`src/rtl/hdmi_config_sequencer.sv`:
```
// hdmi_config_sequencer
// Walks the fixed ADV7513 register initialisation list and hands it to the
// I2C write engine one 24-bit write at a time. After a power-up delay it
// issues each entry, waits for the engine to accept and finish it, then
// leaves a bus-free gap. An attempt that times out is retried a bounded
// number of times before the sequencer parks in ERROR. A start pulse or a
// hot-plug rising edge re-runs the whole list. A transfer that is already
// in flight is always allowed to finish first.
//
// Ports
//   refClock     in   system clock, rising edge
//   reset_n      in   asynchronous active-low reset
//   start        in   one-cycle request to re-run the configuration
//   hotPlug      in   asynchronous HPD pin, synchronised internally
//   i2cComplete  in   engine status: 1 = idle/finished, 0 = busy
//   i2cGo        out  registered request to the engine
//   i2cData      out  {SLAVE_ADDR, regAddr, regValue} of the current entry
//   configIndex  out  current table entry, 0..9
//   configDone   out  every entry has been written
//   configError  out  an entry failed after all of its retries
//
// state        | meaning
// -------------+------------------------------------------------------
// POWERUP      | count the power-up delay; a restart clears the count
// ISSUE        | clear the timeout counter, raise go on the next edge
// WAIT_ACCEPT  | go held high until the engine reports busy
// WAIT_DONE    | go low, wait for the engine to report finished
// GAP          | bus-free time, then next entry / retry / restart / done
// DONE         | whole list written; hold
// ERROR        | an entry exhausted its retries; hold

module hdmi_config_sequencer #(
    parameter logic [7:0] SLAVE_ADDR     = 8'h72,
    parameter int         POWERUP_CYCLES = 50000,
    parameter int         GAP_CYCLES     = 8,
    parameter int         TIMEOUT_CYCLES = 4096,
    parameter int         MAX_RETRIES    = 3
) (
    input  logic        refClock,
    input  logic        reset_n,
    input  logic        start,
    input  logic        hotPlug,
    input  logic        i2cComplete,
    output logic        i2cGo,
    output logic [23:0] i2cData,
    output logic [3:0]  configIndex,
    output logic        configDone,
    output logic        configError
);

    localparam logic [15:0] PWR_LAST   = 16'(POWERUP_CYCLES - 1);
    localparam logic [15:0] GAP_LAST   = 16'(GAP_CYCLES - 1);
    localparam logic [12:0] TMO_LAST   = 13'(TIMEOUT_CYCLES - 1);
    localparam logic [1:0]  RETRY_MAX  = 2'(MAX_RETRIES);
    localparam logic [3:0]  LAST_INDEX = 4'd9;

    typedef enum logic [2:0] {
        S_POWERUP,
        S_ISSUE,
        S_WAIT_ACCEPT,
        S_WAIT_DONE,
        S_GAP,
        S_DONE,
        S_ERROR
    } state_t;

    state_t      state_q, state_d;
    logic [15:0] wait_cnt_q, wait_cnt_d;
    logic [12:0] tmo_cnt_q, tmo_cnt_d;
    logic [1:0]  retry_q, retry_d;
    logic [3:0]  index_q, index_d;
    logic        pending_q, pending_d;
    logic        retry_gap_q, retry_gap_d;
    logic        go_q, go_d;
    logic [2:0]  hp_sync_q, hp_sync_d;
    logic        restart;
    logic        busy;
    logic        abort;
    logic [15:0] reg_word;

    // hp_sync_q[1:0] is the two-flop synchroniser, hp_sync_q[2] the edge register.
    assign restart = start | (hp_sync_q[1] & ~hp_sync_q[2]);
    assign busy    = (state_q == S_ISSUE) || (state_q == S_WAIT_ACCEPT) ||
                     (state_q == S_WAIT_DONE) || (state_q == S_GAP);

    always_comb begin
        case (index_q)
            4'd0:    reg_word = 16'h4110;
            4'd1:    reg_word = 16'h9803;
            4'd2:    reg_word = 16'h9AE0;
            4'd3:    reg_word = 16'h9C30;
            4'd4:    reg_word = 16'h9D61;
            4'd5:    reg_word = 16'hA2A4;
            4'd6:    reg_word = 16'hA3A4;
            4'd7:    reg_word = 16'hE0D0;
            4'd8:    reg_word = 16'hF900;
            4'd9:    reg_word = 16'h1500;
            default: reg_word = 16'h4110;
        endcase
    end

    always_comb begin
        state_d     = state_q;
        wait_cnt_d  = wait_cnt_q;
        tmo_cnt_d   = tmo_cnt_q;
        retry_d     = retry_q;
        index_d     = index_q;
        pending_d   = pending_q;
        retry_gap_d = retry_gap_q;
        abort       = 1'b0;
        hp_sync_d   = {hp_sync_q[1:0], hotPlug};

        // Restarts during a transfer are deferred to the end of the gap.
        if (restart && busy) begin
            pending_d = 1'b1;
        end

        case (state_q)
            S_POWERUP: begin
                if (restart) begin
                    wait_cnt_d = '0;
                end else if (wait_cnt_q == PWR_LAST) begin
                    state_d    = S_ISSUE;
                    wait_cnt_d = '0;
                end else begin
                    wait_cnt_d = wait_cnt_q + 16'd1;
                end
            end
            S_ISSUE: begin
                tmo_cnt_d = '0;
                state_d   = S_WAIT_ACCEPT;
            end
            S_WAIT_ACCEPT: begin
                if (!i2cComplete) begin
                    state_d = S_WAIT_DONE;
                    if (tmo_cnt_q != TMO_LAST) begin
                        tmo_cnt_d = tmo_cnt_q + 13'd1;
                    end
                end else if (tmo_cnt_q == TMO_LAST) begin
                    abort = 1'b1;
                end else begin
                    tmo_cnt_d = tmo_cnt_q + 13'd1;
                end
            end
            S_WAIT_DONE: begin
                // A completion on the last allowed cycle still counts.
                if (i2cComplete) begin
                    state_d     = S_GAP;
                    wait_cnt_d  = '0;
                    retry_gap_d = 1'b0;
                end else if (tmo_cnt_q == TMO_LAST) begin
                    abort = 1'b1;
                end else begin
                    tmo_cnt_d = tmo_cnt_q + 13'd1;
                end
            end
            S_GAP: begin
                if (wait_cnt_q == GAP_LAST) begin
                    wait_cnt_d = '0;
                    if (pending_q || restart) begin
                        state_d     = S_POWERUP;
                        pending_d   = 1'b0;
                        index_d     = '0;
                        retry_d     = '0;
                        retry_gap_d = 1'b0;
                    end else if (retry_gap_q) begin
                        state_d = S_ISSUE;
                    end else if (index_q == LAST_INDEX) begin
                        state_d = S_DONE;
                    end else begin
                        index_d = index_q + 4'd1;
                        retry_d = '0;
                        state_d = S_ISSUE;
                    end
                end else begin
                    wait_cnt_d = wait_cnt_q + 16'd1;
                end
            end
            S_DONE, S_ERROR: begin
                if (restart) begin
                    state_d     = S_POWERUP;
                    wait_cnt_d  = '0;
                    index_d     = '0;
                    retry_d     = '0;
                    retry_gap_d = 1'b0;
                end
            end
            default: state_d = S_POWERUP;
        endcase

        // Timed-out attempt: re-issue the same entry after a gap, or give up.
        if (abort) begin
            if (retry_q < RETRY_MAX) begin
                retry_d     = retry_q + 2'd1;
                retry_gap_d = 1'b1;
                state_d     = S_GAP;
                wait_cnt_d  = '0;
            end else begin
                state_d = S_ERROR;
            end
        end

        go_d = (state_d == S_WAIT_ACCEPT);
    end

    always_ff @(posedge refClock or negedge reset_n) begin
        if (!reset_n) begin
            state_q     <= S_POWERUP;
            wait_cnt_q  <= '0;
            tmo_cnt_q   <= '0;
            retry_q     <= '0;
            index_q     <= '0;
            pending_q   <= 1'b0;
            retry_gap_q <= 1'b0;
            go_q        <= 1'b0;
            hp_sync_q   <= '0;
        end else begin
            state_q     <= state_d;
            wait_cnt_q  <= wait_cnt_d;
            tmo_cnt_q   <= tmo_cnt_d;
            retry_q     <= retry_d;
            index_q     <= index_d;
            pending_q   <= pending_d;
            retry_gap_q <= retry_gap_d;
            go_q        <= go_d;
            hp_sync_q   <= hp_sync_d;
        end
    end

    assign i2cGo       = go_q;
    assign i2cData     = {SLAVE_ADDR, reg_word};
    assign configIndex = index_q;
    assign configDone  = (state_q == S_DONE);
    assign configError = (state_q == S_ERROR);

endmodule

```
`config.mk`:
```
export PLATFORM = sky130hd
export DESIGN_NAME = hdmi_config_sequencer
export DESIGN_NICKNAME = d
export VERILOG_FILES = /design/src/rtl/hdmi_config_sequencer.sv
export SDC_FILE = /design/constraint.sdc
export NUM_CORES = 1
export LEC_CHECK = 0
export ABC_AREA = 1
export BUFFER_PORTS_ARGS = -buffer_cell sky130_fd_sc_hd__buf_4
export CAP_MARGIN = 20
export CORE_MARGIN = 2
export CORE_UTILIZATION = 45
export DETAILED_ROUTE_END_ITERATION = 8
export SYNTH_ARGS = -nofsm -noshare
export SYNTH_HDL_FRONTEND = slang
export SYNTH_SLANG_ARGS = --single-unit
```
`constraint.sdc`:
```
create_clock -name refClock -period 2 [get_ports refClock]
set_input_delay 0 -clock refClock [delete_from_list [all_inputs] [get_ports refClock]]
set_output_delay 0 -clock refClock [all_outputs]
set_load 0.01 [all_outputs]
```
## After elaboration in Yosys (flattened, before gate mapping)

Memories as Yosys holds them, arrays and structs flattened.
Cells that the tools add are included.

- Memories: 1
- Output and inout port bits: 31
- Register bits: 44
- Word-level logic and storage cells: 101
- Input port bits: 5
- ROM bits: 240

- Add/sub/neg operators: 4
- Equality and inequality tests: 18
- Bitwise operators: 3
- Reduce and logical (&&, ||, !) cells: 11
- Magnitude comparators: 1
- Multiplexer cells: 54

Memories:

| name | words | width | rd ports | clocked after Yosys merged registers in | wr ports | RTL line | RTL |
|---|---|---|---|---|---|---|---|
| (name not given) | 16 | 15 | 1 | 0 | 0 | 87 | `case (index_q)` |

Operators with widths:

| kind | number |
|---|---|
| 16-bit 2-to-1 mux | 7 |
| 16-bit one-hot mux with 4 select lines | 1 |
| 13-bit 2-to-1 mux | 4 |
| 13-bit one-hot mux with 3 select lines | 1 |
| 3-bit 2-to-1 mux | 10 |
| 4-bit 2-to-1 mux | 5 |
| 3-bit one-hot mux with 6 select lines | 1 |
| 16-bit by 1-bit adder with 16-bit output, second input constant | 1 |
| 16-bit == test, second input constant | 1 |
| 16-bit by 3-bit == test with 1-bit output, second input constant | 1 |
| 2-bit 2-to-1 mux | 8 |
| 13-bit by 1-bit adder with 13-bit output, second input constant | 1 |
| 13-bit by 12-bit == test with 1-bit output, second input constant | 1 |
| 1-bit 2-to-1 mux | 13 |
| 13-bit by 12-bit inequality test with 1-bit output, second input constant | 1 |
| 3-bit by 2-bit == test with 1-bit output, second input constant | 3 |
| 3-bit == test, second input constant | 3 |
| 4-bit one-hot mux with 2 select lines | 1 |
| 3-bit by 2-bit inequality test with 1-bit output, second input constant | 2 |
| 5-bit AND reduction | 1 |
| 4-bit by 1-bit adder with 4-bit output, second input constant | 1 |
| 4-bit == test, second input constant | 1 |
| 1-bit logical OR | 4 |
| 2-bit inequality test, second input constant | 2 |
| 17 further kinds | 17 |

## Logic depth before layout (Yosys ltp)

Gate-level depths: netlist of the first run.

- Word-level depth: 9
- Depth in mapped cells: 12

## Worst setup path after synthesis of the first run

Ideal clock, no wire load.

- Path type: register -> register
- Start point: register tmo_cnt_q[0]
- End point: register retry_q[1]
- Clock period less this slack: 1642 ps
- Arrival: 1524 ps
- Stages on the path, launching flop included: 10
- Buffers on the path: 1
- Slack: 358 ps
- Cell sequence: dfrtp_1 > ha_1 > nand3_2 > nor3_2 > nand3_2 > nor2_4 > nand3b_2 > buf_6 > nand3_1 > nand2_1

- Cells in the longest elaborated chain, start to end: 5
- Elaborated cells between the ends (all ways): 6

Ends and longest elaborated chain:

| what | RTL line | RTL |
|---|---|---|
| start: declaration | 69 | `logic [12:0] tmo_cnt_q, tmo_cnt_d;` |
| start signal: assignment | 220 | `tmo_cnt_q <= tmo_cnt_d;` |
| 13-bit by 12-bit == test with 1-bit output * | 139, 151 |  |
| 1-bit 2-to-1 mux * | 139, 151 |  |
| 1-bit 2-to-1 mux (on tied branches) | 147, 134 |  |
| 1-bit one-hot mux with 2 select lines * | 118 | `case (state_q)` |
| 2-bit 2-to-1 mux * | 192 | `if (abort) begin` |
| via retry_d[1] | 70 | `logic [1:0] retry_q, retry_d;` |
| end signal: assignment | 221 | `retry_q <= retry_d;` |
| end: declaration | 70 |  |

Mark *: on every way through the listed nets, which the timed path passes. The rest lies on a longest branch.
A chain may end at the register's enable or synchronous reset.

## Worst setup path after layout of the first run

- Start point: register tmo_cnt_q[0]
- End point: register wait_cnt_q[11]

- Cells in the longest elaborated chain, start to end: 5
- Elaborated cells between the ends (all ways): 6

Ends and longest elaborated chain:

| what | RTL line | RTL |
|---|---|---|
| 13-bit by 12-bit == test with 1-bit output * | 139, 151 |  |
| 1-bit 2-to-1 mux * | 139, 151 |  |
| 1-bit 2-to-1 mux (on tied branches) | 147, 134 |  |
| 1-bit one-hot mux with 2 select lines * | 118 |  |
| 16-bit 2-to-1 mux * | 192 |  |
| via wait_cnt_d[11] | 68 | `logic [15:0] wait_cnt_q, wait_cnt_d;` |
| end signal: assignment | 219 | `wait_cnt_q <= wait_cnt_d;` |
| end: declaration | 68 |  |

Marks and branches as above.

==> results of run 1 <==
flip-flops by register name (all words and copies together), names as in the netlist, 2 cells and up:
| name | count |
|---|---|
| configIndex | 4 |
| wait_cnt_q | 16 |
| state_q | 3 |
| tmo_cnt_q | 13 |
| retry_q | 2 |
| hp_sync_q | 3 |
logic make-up (layout without fill, tap and decap cells):
family / count (synthesis) / after routing / share of synthesized area [%]
AO/OA/AOI/OAI: 66 / 66 / 11.48
adder cells (fa/ha/maj): 8 / 8 / 3.082
buffers and inverters: 88 / 130 / 12.06
flip-flops: 44 / 44 / 33.90
other: 2 / 9 / 0.2312
XOR/XNOR: 5 / 5 / 1.348
AND/OR/NAND/NOR: 270 / 271 / 37.91
final timing paths:
kind / endpoint / slack [ns] / depth (start not counted)
max: wait_cnt_q[11] / 0.09 / 9
min: state_q[2] / 0.14 / 5
max reg2reg: wait_cnt_q[11] / 0.09 / 9
min reg2reg: hp_sync_q[1] / 0.36 / 0
max in group asynchronous: wait_cnt_q[0] / 1.35 / 2
min in group asynchronous: tmo_cnt_q[10] / 0.23 / 2
worst reg2reg max path, stage by stage (launching register included):
cell,delay (ns)
sky130_fd_sc_hd__dfrtp_1,0.41
sky130_fd_sc_hd__ha_2,0.24
sky130_fd_sc_hd__nand3_4,0.11
sky130_fd_sc_hd__nor3_4,0.25
sky130_fd_sc_hd__nand3_2,0.13
sky130_fd_sc_hd__nor2_4,0.21
sky130_fd_sc_hd__nand3b_4,0.17
sky130_fd_sc_hd__buf_6,0.18
sky130_fd_sc_hd__nand2_1,0.07
sky130_fd_sc_hd__nor2_1,0.04
synthesized netlist by cell type (4+ instances only):
cell                      count
sky130_fd_sc_hd__nor3_2       4
sky130_fd_sc_hd__nor2_1      46
sky130_fd_sc_hd__dfrtp_1     44
sky130_fd_sc_hd__buf_4       10
sky130_fd_sc_hd__nand4_1     12
sky130_fd_sc_hd__o21ai_0     26
sky130_fd_sc_hd__inv_2        4
sky130_fd_sc_hd__nand3_1     41
sky130_fd_sc_hd__nand2_1    141
sky130_fd_sc_hd__inv_1       68
sky130_fd_sc_hd__ha_1         8
sky130_fd_sc_hd__a21oi_1     28
sky130_fd_sc_hd__nor3_1      10
sky130_fd_sc_hd__xor2_1       5
placed cells by master, fill, tap and decap left out, types with 8 or more instances in the layout:
cell type                 count
sky130_fd_sc_hd__nand2_1    136
sky130_fd_sc_hd__nand3_1     39
sky130_fd_sc_hd__conb_1       9
sky130_fd_sc_hd__buf_4       44
sky130_fd_sc_hd__nor3_1       9
sky130_fd_sc_hd__nor2_1      45
sky130_fd_sc_hd__inv_1       68
sky130_fd_sc_hd__nand2_2      8
sky130_fd_sc_hd__o21ai_0     25
sky130_fd_sc_hd__a21oi_1     28
sky130_fd_sc_hd__nand4_1     12
sky130_fd_sc_hd__dfrtp_1     43
layer usage:
layer	wire length (um)	GRT usage (%)
met1	4073	29.65
met2	4000	38.26
met3	301	3.047
met4	102	5.020
met5	0	0
power by group through the flow:
stage | Clock [W] | Combinational, W | Sequential, W
2_1_floorplan | 0 | 0.00151 | 0.00119
5_1_grt | 0.00100 | 0.00270 | 0.00119
3_5_place_dp | 0 | 0.00233 | 0.00117
4_1_cts | 0.000969 | 0.00235 | 0.00116
6_report | 0.000946 | 0.00240 | 0.00116
3_3_place_gp | 0 | 0.00234 | 0.00116
cell type report:
class,instances,share of cell area (%)
repair buffers,48,9.545
clock inverters,3,2.306
multi-input cells,359,47.79
inverters,73,7.111
flip-flops and latches,44,28.22
well taps,96,3.075
clock buffers,5,1.762
repair inverters,1,0.1922
metrics by stage:
step                      TNS, ns  hold WS, ns
final                           0       0.1434
after global placement          0      0.04675
after detailed placement        0      0.04425
after global routing      -0.1604       0.1531
after floorplan                 0      -0.2956
after CTS                       0       0.1255
timing repair:
item	in CTS	in global routing
endpoints found under the setup margin	0	31
hold endpoints to repair	45	0
buffers inserted	0	8
hold buffers	2	0
resized for setup	0	24
==> results.md, run 1 <==
- The die covers 7914 sq um.
- At the end of routability-driven placement, the weighted congestion stood at 0.9388.
- The number of endpoints with negative hold slack in the final report came to 0.
- Entering global routing, the biggest net connects 45 pins.
- The initial utilization of the core area, before any placement, comes to 47.03%.
- The kind of start point of the critical path is a register.
- The largest fanout on the critical path is 6.
- For this design, the slowest cell found on the critical path is sky130_fd_sc_hd__dfrtp_1.
- The critical path goes through ha_2, nand3_4, nor3_4, nand3_2, nor2_4, nand3b_4, buf_6, nand2_1, nor2_1.
- By area the synthesized netlist is led by sky130_fd_sc_hd__dfrtp_1, sky130_fd_sc_hd__nand2_1, sky130_fd_sc_hd__inv_1.
- The fraction of the core area covered by cells at the end of the flow is 56.56%.
- The peak per-stage delay on the critical path is 0.41 ns.
- The sum of buffers and inverters on the critical path is 1.
- Global routing finished with a remaining overflow of 0.
- 36 I/O pins were placed.
- The internal portion of the total power is 0.002542 W.
- Sequential cells were found to cover 33.90% of the synthesized design area.
- The launching point of the worst reg2reg path is tmo_cnt_q[0].
- The post-synthesis cell area is 3248 sq um.
- The warning count from the yosys run is 0.
- For this run, the detailed router's first-pass iteration total came to 4.
- The peak supply drop is between 400 and 500 uV.
- Compared with the post-synthesis result, the final layout area differs by 20.26%.
- In the final layout, flip-flops and latches occupy 1102 sq um.
- The relative slew slack is between 60 and 70%.
- The final critical delay including setup and external delays is 1.906 ns.
- In this run, CTS created clock tree buffers numbering 5.
- The final max-slew violation count was 0.
- The analysis attributes to net switching a power of 0.001970 W.
- The number of register bits inferred by synthesis is 44.
- By startpoint and endpoint, the worst setup path is classified as register to register.
- Summing all multi-input logic gate instances after layout gives 1867 sq um.
- The number of inserted diodes is 0.
- The setup violation total in the final timing report is 0.
- The average cell area after synthesis is 6.725 sq um.
- The clock latency on the worst-skew pair is 0.31 ns.
- Of the total power, the share spent switching nets is 43.67%.
- For this run, asynchronously set or reset flops after synthesis account for 100.0%.
- The slew at the pin closest to its max-slew limit is 0.5802 ns.
- The post-route non-filler standard cell count is 629.
- The final layout contains routed wiring with a total length of 8479 um.
- The clock drives 44 sinks.
- The width of the chip is 88.96 um.
- Max-cap violations in this run came to 0.
- The via count of the first global-routing pass was 2,975.
- The portion of synthesized cell area occupied by the leading cell type is 33.90%.
- The detailed-route vias per instance is 5.064.
- The cell area reported after detailed placement is 3562 sq um.
- Tracing the worst setup path back leads to its startpoint at tmo_cnt_q[0].
- The detail route stage leaves a number of antenna-violating nets equal to 0.
- The kind of end point of the critical path is a register.
- The initial antenna violation count was 0.
- In this run the static leakage power is 2.019 nW.
- The final route contains ~3,200 vias.
- The path category of the worst min-delay check is input port to register.
- The half-perimeter wire length after detailed placement is about 6100 um.
- CTS built an H-tree with a depth of 2.
- In the final routed layout, each cell accounts on average for 13.48 um.
- TritonCTS built the clock tree.
- After the first detailed-routing iteration, the DRC count stood at 174.
- The most used flip-flop cell after synthesis is sky130_fd_sc_hd__dfrtp_1.
- The final standard cell area without fillers is 3906 sq um.
- The remaining design rule violation count is 0.
- Overall power consumption after layout is estimated at 0.004512 W.
- The signal arrival time at the worst endpoint is 2.10 ns.
- In this run the standard cell core region covers 6907 sq um.
- In this run, distinct cell masters in the synthesized netlist total 40.
- The post-route netlist has 18.20% of its cells at a drive strength greater than 1.
- The first-pass GRT wire length is around 14,000 um.
- Across the routed clock network, the largest skew measured is 0.01590 ns.
- The biggest area contributor in the post-synthesis netlist is sky130_fd_sc_hd__dfrtp_1.
- The worst path meets setup with 0.09401 ns of slack.
- The combinational cell fraction of total power is between 50% and 60%.
- Dividing total power by cell area gives a power density of 1155 nW/um^2.
- Setup repair after global routing could not meet its margin everywhere.
- The root buffer selected by CTS is sky130_fd_sc_hd__clkbuf_8.
- The flow ran to the end, and the final reports show no timing, DRC or antenna violations.
- The number of enable flip-flop cells after synthesis is 0.
- The kind of cell with the highest combined delay along the critical path is simple AND/OR/NAND/NOR gates.
- In this run the most critical hold path is launched from i2cComplete.
- Registers are responsible for 25.8% of the overall power.
- The number of core rows is 30.
- The number of buffers added on ports is 26.
- The clock input transition at the sequential cells of the worst setup and hold paths is 0.09 ns.
- The placed cell count is 609.
- In the global route stage, overall resource usage came out at 22.14%.
- The clock share of power is approximately a fifth.
- The worst setup slack before clock tree synthesis is 0.04639 ns.
- The worst-case clock buffer depth is 2.
- The critical path required time is 2.20 ns.
- Derived from the worst setup path, the maximum achievable clock frequency is ~520 MHz.
- The post-synthesis instance total is between 400 and 500.
- The die height is 88.96 um.
- In the finished design, the share of the clock period the worst path needs comes to 95.30%.
- The layout has 721 filler cells.
- The net total in the final layout is 545.
No activity file was read; power rests on OpenSTA's default activity.
==> inputs of run 2 (changes only) <==
BUFFER_PORTS_ARGS = -buffer_cell sky130_fd_sc_hd__buf_2   (was -buffer_cell sky130_fd_sc_hd__buf_4)
==> run 2 against run 1 <==
Setup slack improved by 0.098 ns. Non-clock buffer count fell by 8. Sequential power barely moved. Global-route usage fell by 0.87 points. Flip-flop and latch count did not move. Die area did not move. Design area fell by 6.6%. Worst hold slack improved by 0.027 ns. Cell count fell by 1.6%. Total power fell by 14%. Clock power fell by 39%. Highest routed layer unchanged.
==> results.md, run 2 (synthesis gave the netlist of run 1 again) <==
- The start-to-end type of the worst setup path is register to register.
- The share of final-layout standard cells stronger than drive strength 1 is 14.72%.
- The register with the most flip-flops in the layout has 16 of them.
- The number of endpoints with negative hold slack in the final report is 0.
- The final max-slew violation count came to 0.
- The detailed-route wire length is a little under 8000 um.
- The CTS tree is done.
- The initial DRC count is between 100 and 150.
- The number of buffers added on ports is 26.
- At the worst endpoint, the required time is about 2.2 ns.
- The initial core utilization is 47.03%.
- The power per unit of standard cell area is roughly 1100 nW/um^2.
- After clock tree synthesis, the clock-pin slew on the worst setup and hold paths is about 0.080 ns.
- The multi-input combinational cell area is 1805 sq um.
- The root buffer selected by CTS is sky130_fd_sc_hd__clkbuf_8.
- The H-tree was split into 2 levels.
- The path with the worst hold slack has its endpoint at state_q[1].
- The layout has approximately 700 filler cells.
- The slowest library cell on the worst path is sky130_fd_sc_hd__dfrtp_1.
- The path category of the worst min-delay check is input port to register.
- The routability-driven placement congestion ratio is 0.9222.
- For this run, the top clock speed supported by timing is 553.0 MHz.
- The hold slack is 0.1700 ns.
- The clock passes through at most 2 buffers.
- Leaving out fill and tap cells, the most frequent cells in the layout are sky130_fd_sc_hd__nand2_1, sky130_fd_sc_hd__inv_1, sky130_fd_sc_hd__nor2_1.
- The repair_antennas step left the layout with diodes totalling 0.
- The global-route usage over all layers is a little over a fifth.
- The number of core rows is 30.
- After the last flow step, the layout net total stands at 535.
- The initial antenna violation count is 0.
- The final period utilization is between 90% and 100%.
- The number of setup buffers added after CTS is 0.
- The flow ran to the end, and the final reports show no timing, DRC or antenna violations.
- The die area is 7914 sq um.
- Global routing finished with a remaining overflow of 0.
- The slew at the pin closest to its max-slew limit is 0.5302 ns.
- The worst hold path was traced through 6 stages.
- The worst setup path is captured at a register.
- The sequential cells in the finished layout cover a total of 1102 sq um.
- The routed wire length per instance is 12.62 um.
- Summing all non-filler instances in the final layout gives an area of around 3600 sq um.
- The core region is 6907 sq um.
- The tree built by TritonCTS fans out to 44 sinks.
- Before antenna repair, the detailed router went through 4 iterations.
- The number of buffers and inverters on the critical path is 0.
- The largest single stage delay on the critical path is 0.40 ns.
- STA classifies the critical path startpoint as a register.
- The detailed-route vias per instance is approximately 5.0.
- In this run the vertical extent of the chip is 88.96 um.
- The critical path goes through ha_1, nand3_2, nor3_4, nand3_2, nor2_4, nand2_1, o21ai_0, nand2_1, o21ai_0.
- The relative slew slack is 64.66%.
- Across the VDD grid, the largest voltage drop is 420.7 uV.
- The half-perimeter wire length after detailed placement is between 6000 and 7000 um.
- The worst-case reg-to-reg path depth is 9.
- The detail route stage leaves a number of antenna-violating nets equal to 0.
- In this run the horizontal extent of the chip is 88.96 um.
- The dominant delay contributor by cell family on the critical path is simple AND/OR/NAND/NOR gates.
- The via count of the first global-routing pass is 2,859.
- The setup check on the worst reg-to-reg path leaves a slack of 0.19 ns.
- The smallest clock period supported by the final layout is computed as approximately 1.8 ns.
- The startpoint of the most critical hold path is start.
- The number of clock buffers added by TritonCTS is 5.
- The commonest non-fill, non-tap cell in the layout is sky130_fd_sc_hd__nand2_1.
- The first global-routing pass estimated between 10,000 and 15,000 um of wire.
- The via total after detailed routing is 3,088.
- Setup repair after global routing could not meet its margin everywhere.
- The analysis attributes to cell leakage a power of around 1.9 nW.
- Setup violations remaining at the end of the flow were counted as 0.
- The area overhead of the layout relative to synthesis is 12.33%.
- The largest net degree at the start of global routing is 24.
- The signal arrival time at the worst endpoint is 2.02 ns.
- The endpoint identified for the worst register-to-register timing path is tmo_cnt_q[7].
- Max-cap violations in this run came to 0.
- At the later pin of the worst-skew pair, clock insertion delay measures 0.30 ns.
- The largest fanout on the critical path is 8.
- In this run the critical register-to-register path is launched from tmo_cnt_q[0].
- In the routed design, unresolved DRC markers number 0.
- For this design the top-level I/O count stands at 36.
- The cell area reported after detailed placement is roughly 3500 sq um.
- The clock skew is approximately 0.012 ns.
- Cells fill 52.83% of the core in the end.
- More flip-flops sit in one register than any other, and that register is wait_cnt_q.
==> run 2: cell types whose count changed in the layout (fill, tap and decap cells not counted), sizes merged <==
cell,previous run,this run
bufinv,3,0
nand2,146,145
clkinvlp,2,1
clkbuf,5,8
buf,46,38
==> run 2: cell type report <==
class | count | area share [%]
clock buffers | 8 | 2.469
inverters | 73 | 7.613
multi-input cells | 358 | 49.49
flip-flops and latches | 44 | 30.21
well taps | 96 | 3.292
repair buffers | 40 | 6.927
==> run 2: how the worst max path moves through the flow <==
stage	startpoint	endpoint	slack, ns	depth (start not counted)
2_1_floorplan	tmo_cnt_q[0]	retry_q[1]	0.36	9
3_3_place_gp	wait_cnt_q[0]	wait_cnt_q[11]	0.17	12
3_5_place_dp	wait_cnt_q[0]	wait_cnt_q[11]	0.11	12
4_1_cts	wait_cnt_q[0]	wait_cnt_q[11]	0.09	12
5_1_grt	tmo_cnt_q[0]	retry_q[1]	-0.007	9
6_report	tmo_cnt_q[0]	tmo_cnt_q[7]	0.19	9
==> run 2: report_power, final <==
group          internal [W]  total [W]  leakage (nW)  switching [W]
sequential          0.00102    0.00116         0.591       0.000142
combinational      0.000714    0.00214          1.26        0.00142
clock              0.000282   0.000575        0.0455       0.000293
==> run 2: timing repair <==
action / in CTS / in global routing
resized for setup: 0 / 8
endpoints found under the setup margin: 0 / 23
hold buffers: 2 / 0
endpoints found under the hold margin: 22 / 0
==> run 2: worst register-to-register path, cell delays in order (launching register included) <==
cell                      delay (ns)
sky130_fd_sc_hd__dfrtp_1        0.40
sky130_fd_sc_hd__ha_1           0.21
sky130_fd_sc_hd__nand3_2        0.13
sky130_fd_sc_hd__nor3_4         0.16
sky130_fd_sc_hd__nand3_2        0.12
sky130_fd_sc_hd__nor2_4         0.18
sky130_fd_sc_hd__nand2_1        0.23
sky130_fd_sc_hd__o21ai_0        0.15
sky130_fd_sc_hd__nand2_1        0.07
sky130_fd_sc_hd__o21ai_0        0.08
==> run 2: metal layers <==
layer | part of all wire, % | global-route usage (%) | vias to the layer above
met5 | 0 | 0 | -
met4 | 0.79 | 6.513 | 0
met3 | 3.9 | 2.678 | 5
met2 | 47 | 34.87 | 62
met1 | 49 | 29.48 | 1412
li1 | - | - | 1609
==> run 2: metrics by stage <==
step	setup WS, ns	TNS [ns]	power (W)	instances
after floorplan	0.3577	0	0.002696	490
after global placement	0.1742	0	0.003288	609
after detailed placement	0.1085	0	0.003306	609
after CTS	0.08651	0	0.003899	619
after global routing	-0.006890	-0.009289	0.004257	619
final	0.1916	0	0.003873	619
==> inputs of run 3 (changes only) <==
PLACE_DENSITY = 0.66   (was not set)
clock period = 1.6 ns   (was 2 ns; I/O delays follow)
==> run 3 against run 2 <==
Highest routed layer unchanged. Fmax increased by 2.2%. Cell count increased by 16%. Design area increased by 37%. The flow now finishes with violations (setup timing).
==> results.md, run 3 (synthesis gave the netlist of run 1 again) <==
- The via total after detailed routing is just under 4,000.
- The worst hold path belongs to the class input port to register.
- The commonest non-fill, non-tap cell in the layout is sky130_fd_sc_hd__nand2_1.
- At the later pin of the worst-skew pair, clock insertion delay measures 0.32 ns.
- The largest fanout on the critical path is 3.
- Between clock sinks in the finished design, the worst skew comes to 0.01334 ns.
- The post-layout total power is 0.006699 W.
- The number of nets with antenna violations after detailed routing is 0.
- The via count of the first global-routing pass is 3,323.
- The worst setup path is launched from a register.
- The final critical delay including setup and external delays is 1.770 ns.
- The final max-slew violation count came to 0.
- For the worst setup path, the data required time is 1.85 ns.
- Counting flops per register, the top entry is wait_cnt_q.
- The power per unit of standard cell area is 1340 nW/um^2.
- The number of antenna diodes in the final layout is 0.
- Data on the critical path arrives at its endpoint at 2.02 ns.
- The layout filler cell count is 517.
- The initial core utilization is 47.03%.
- The fraction of the core area covered by cells at the end of the flow is a little over 70%.
- TritonCTS built the clock tree.
- The peak supply drop is slightly below 700 uV.
- The reported leakage power is 2.608 nW.
- Routability-driven placement finished with a final weighted congestion of 0.9132.
- The worst-case clock buffer depth is 2.
- The number of ports placed on the die boundary is 36.
- The final period utilization is 110.6%.
- The half-perimeter wire length after detailed placement is 6476 um.
- In the global route stage, overall resource usage came out at ~25%.
- Entering global routing, the biggest net connects 30 pins.
- The final worst-path setup slack is -0.1695 ns.
- The checks that failed: setup timing.
- The number of sinks handled by clock tree synthesis is 44.
- The flip-flop count of the largest register after layout is 16.
- The number of maximum-capacitance constraint violations is 0.
- The number of core rows is 30.
- The detailed router finished its first iteration with 367 violations.
- The width of the chip is 88.96 um.
- Setup repair after global routing could not meet its margin everywhere.
- The area overhead of the layout relative to synthesis is 53.97%.
- In the layout the commonest cells are sky130_fd_sc_hd__nand2_1, sky130_fd_sc_hd__buf_4, sky130_fd_sc_hd__inv_1.
- The flow ran to the end, but the final reports show violations.
- The global-route congestion overflow total is 0.
- The critical path is of the register to register type.
- TritonCTS created 5 clock buffers.
- The share of final-layout standard cells stronger than drive strength 1 is 43.43%.
- After detailed routing, the number of remaining DRC violations is 0.
- The worst setup path is captured at a register.
- The number of endpoints with negative hold slack in the final report came to 0.
- The clock input transition at the sequential cells of the worst setup and hold paths is 0.10 ns.
- The H-tree generated during clock tree synthesis spans 2 levels.
- The detailed-route vias per instance is 5.383.
- The number of buffers added on ports is 26.
- The first-pass GRT wire length is 15,300 um.
- The detailed-router iteration count before antenna repair is 5.
- Setup violations remaining at the end of the flow were counted as 33.
- The net total in the final layout is between 600 and 700.
- The achievable frequency is 565.1 MHz.
- The tree is rooted in a sky130_fd_sc_hd__clkbuf_8.
- The routed wire length per instance is ~15 um.
- The die covers 7914 sq um.
- The total area inside the core boundary comes to 6907 sq um.
- After detailed routing, the total wire length is 11,050 um.
- The die height is 88.96 um.
- The initial antenna violation count came to 0.
==> run 3: cell count changes in the layout (fill, tap and decap cells not counted), sizes merged <==
| cell | previous run | this run |
|---|---|---|
| buf | 38 | 135 |
| clkinv | 0 | 2 |
| nand2 | 145 | 147 |
| bufinv | 0 | 1 |
| clkbuf | 8 | 7 |
| clkinvlp | 1 | 0 |
| inv | 72 | 73 |
==> run 3: critical path, cell delays in order (launching register included) <==
cell and delay, ns:
sky130_fd_sc_hd__dfrtp_1 0.39, sky130_fd_sc_hd__buf_4 0.14, sky130_fd_sc_hd__nand3_2 0.11, sky130_fd_sc_hd__nor3_4 0.20, sky130_fd_sc_hd__nand3_2 0.18, sky130_fd_sc_hd__buf_4 0.19, sky130_fd_sc_hd__o21ai_1 0.21, sky130_fd_sc_hd__nand2_1 0.12
sky130_fd_sc_hd__a21oi_2 0.16
==> run 3: repair_timing <==
action,in CTS,in global routing
setup endpoints to repair,46,48
hold buffers,2,0
buffers inserted,6,23
hold endpoints to repair,45,0
resized for setup,57,104
cloned,2,2
pin swaps,15,39
==> run 3: cell type report <==
| class | count | area [sq um] | area share [%] |
|---|---|---|---|
| clock buffer | 6 | 82.58 | 1.651 |
| clock inverter | 2 | 38.79 | 0.7756 |
| inverter | 73 | 299.0 | 5.979 |
| multi-input combinational | 360 | 2262 | 45.23 |
| sequential | 44 | 1106 | 22.12 |
| tap | 96 | 120.1 | 2.402 |
| timing repair buffer | 138 | 1081 | 21.62 |
| timing repair inverter | 1 | 11.26 | 0.2252 |
==> run 3: worst paths after layout <==
| check | startpoint | cells past startpoint | slack [ns] | endpoint |
|---|---|---|---|---|
| worst max-delay path | wait_cnt_q[1] | 8 | -0.17 | wait_cnt_q[9] |
| worst min-delay path | start | 5 | 0.13 | configIndex[3] |
| worst max register to register | wait_cnt_q[1] | 8 | -0.17 | wait_cnt_q[9] |
| worst min register to register | hp_sync_q[0] | 0 | 0.35 | hp_sync_q[1] |
| max in group asynchronous | reset_n | 3 | 0.90 | state_q[1] |
| min in group asynchronous | reset_n | 2 | 0.16 | wait_cnt_q[15] |
==> run 3: stage by stage <==
stage | std cells | hold WS [ns] | TNS (ns) | setup WS [ns] | area (sq um)
finish | 720 | 0.1295 | -2.127 | -0.1695 | 5001
global route | 720 | 0.1587 | -5.123 | -0.2411 | 5001
CTS | 695 | 0.1246 | -0.1148 | -0.05255 | 4446
detailed placement | 677 | -0.03349 | -1.673 | -0.1325 | 4043
global placement | 677 | -0.03324 | -0.7691 | -0.1076 | 4043
floorplan | 490 | -0.2956 | -0.007445 | -0.007445 | 3288
==> run 3: power by group <==
| group | switching (W) | internal (W) |
|---|---|---|
| clock network | 0.000434 | 0.000511 |
| logic | 0.00249 | 0.00182 |
| registers | 0.000174 | 0.00128 |
==> run 3: metal layers <==
| metal | up-vias | GRT usage (%) | wire (um) |
|---|---|---|---|
| li1 | 1820 | - | - |
| met1 | 1814 | 32.83 | 4492 |
| met2 | 192 | 41.99 | 5419 |
| met3 | 50 | 3.139 | 708 |
| met4 | 0 | 8.820 | 427 |
| met5 | - | 0 | 0 |
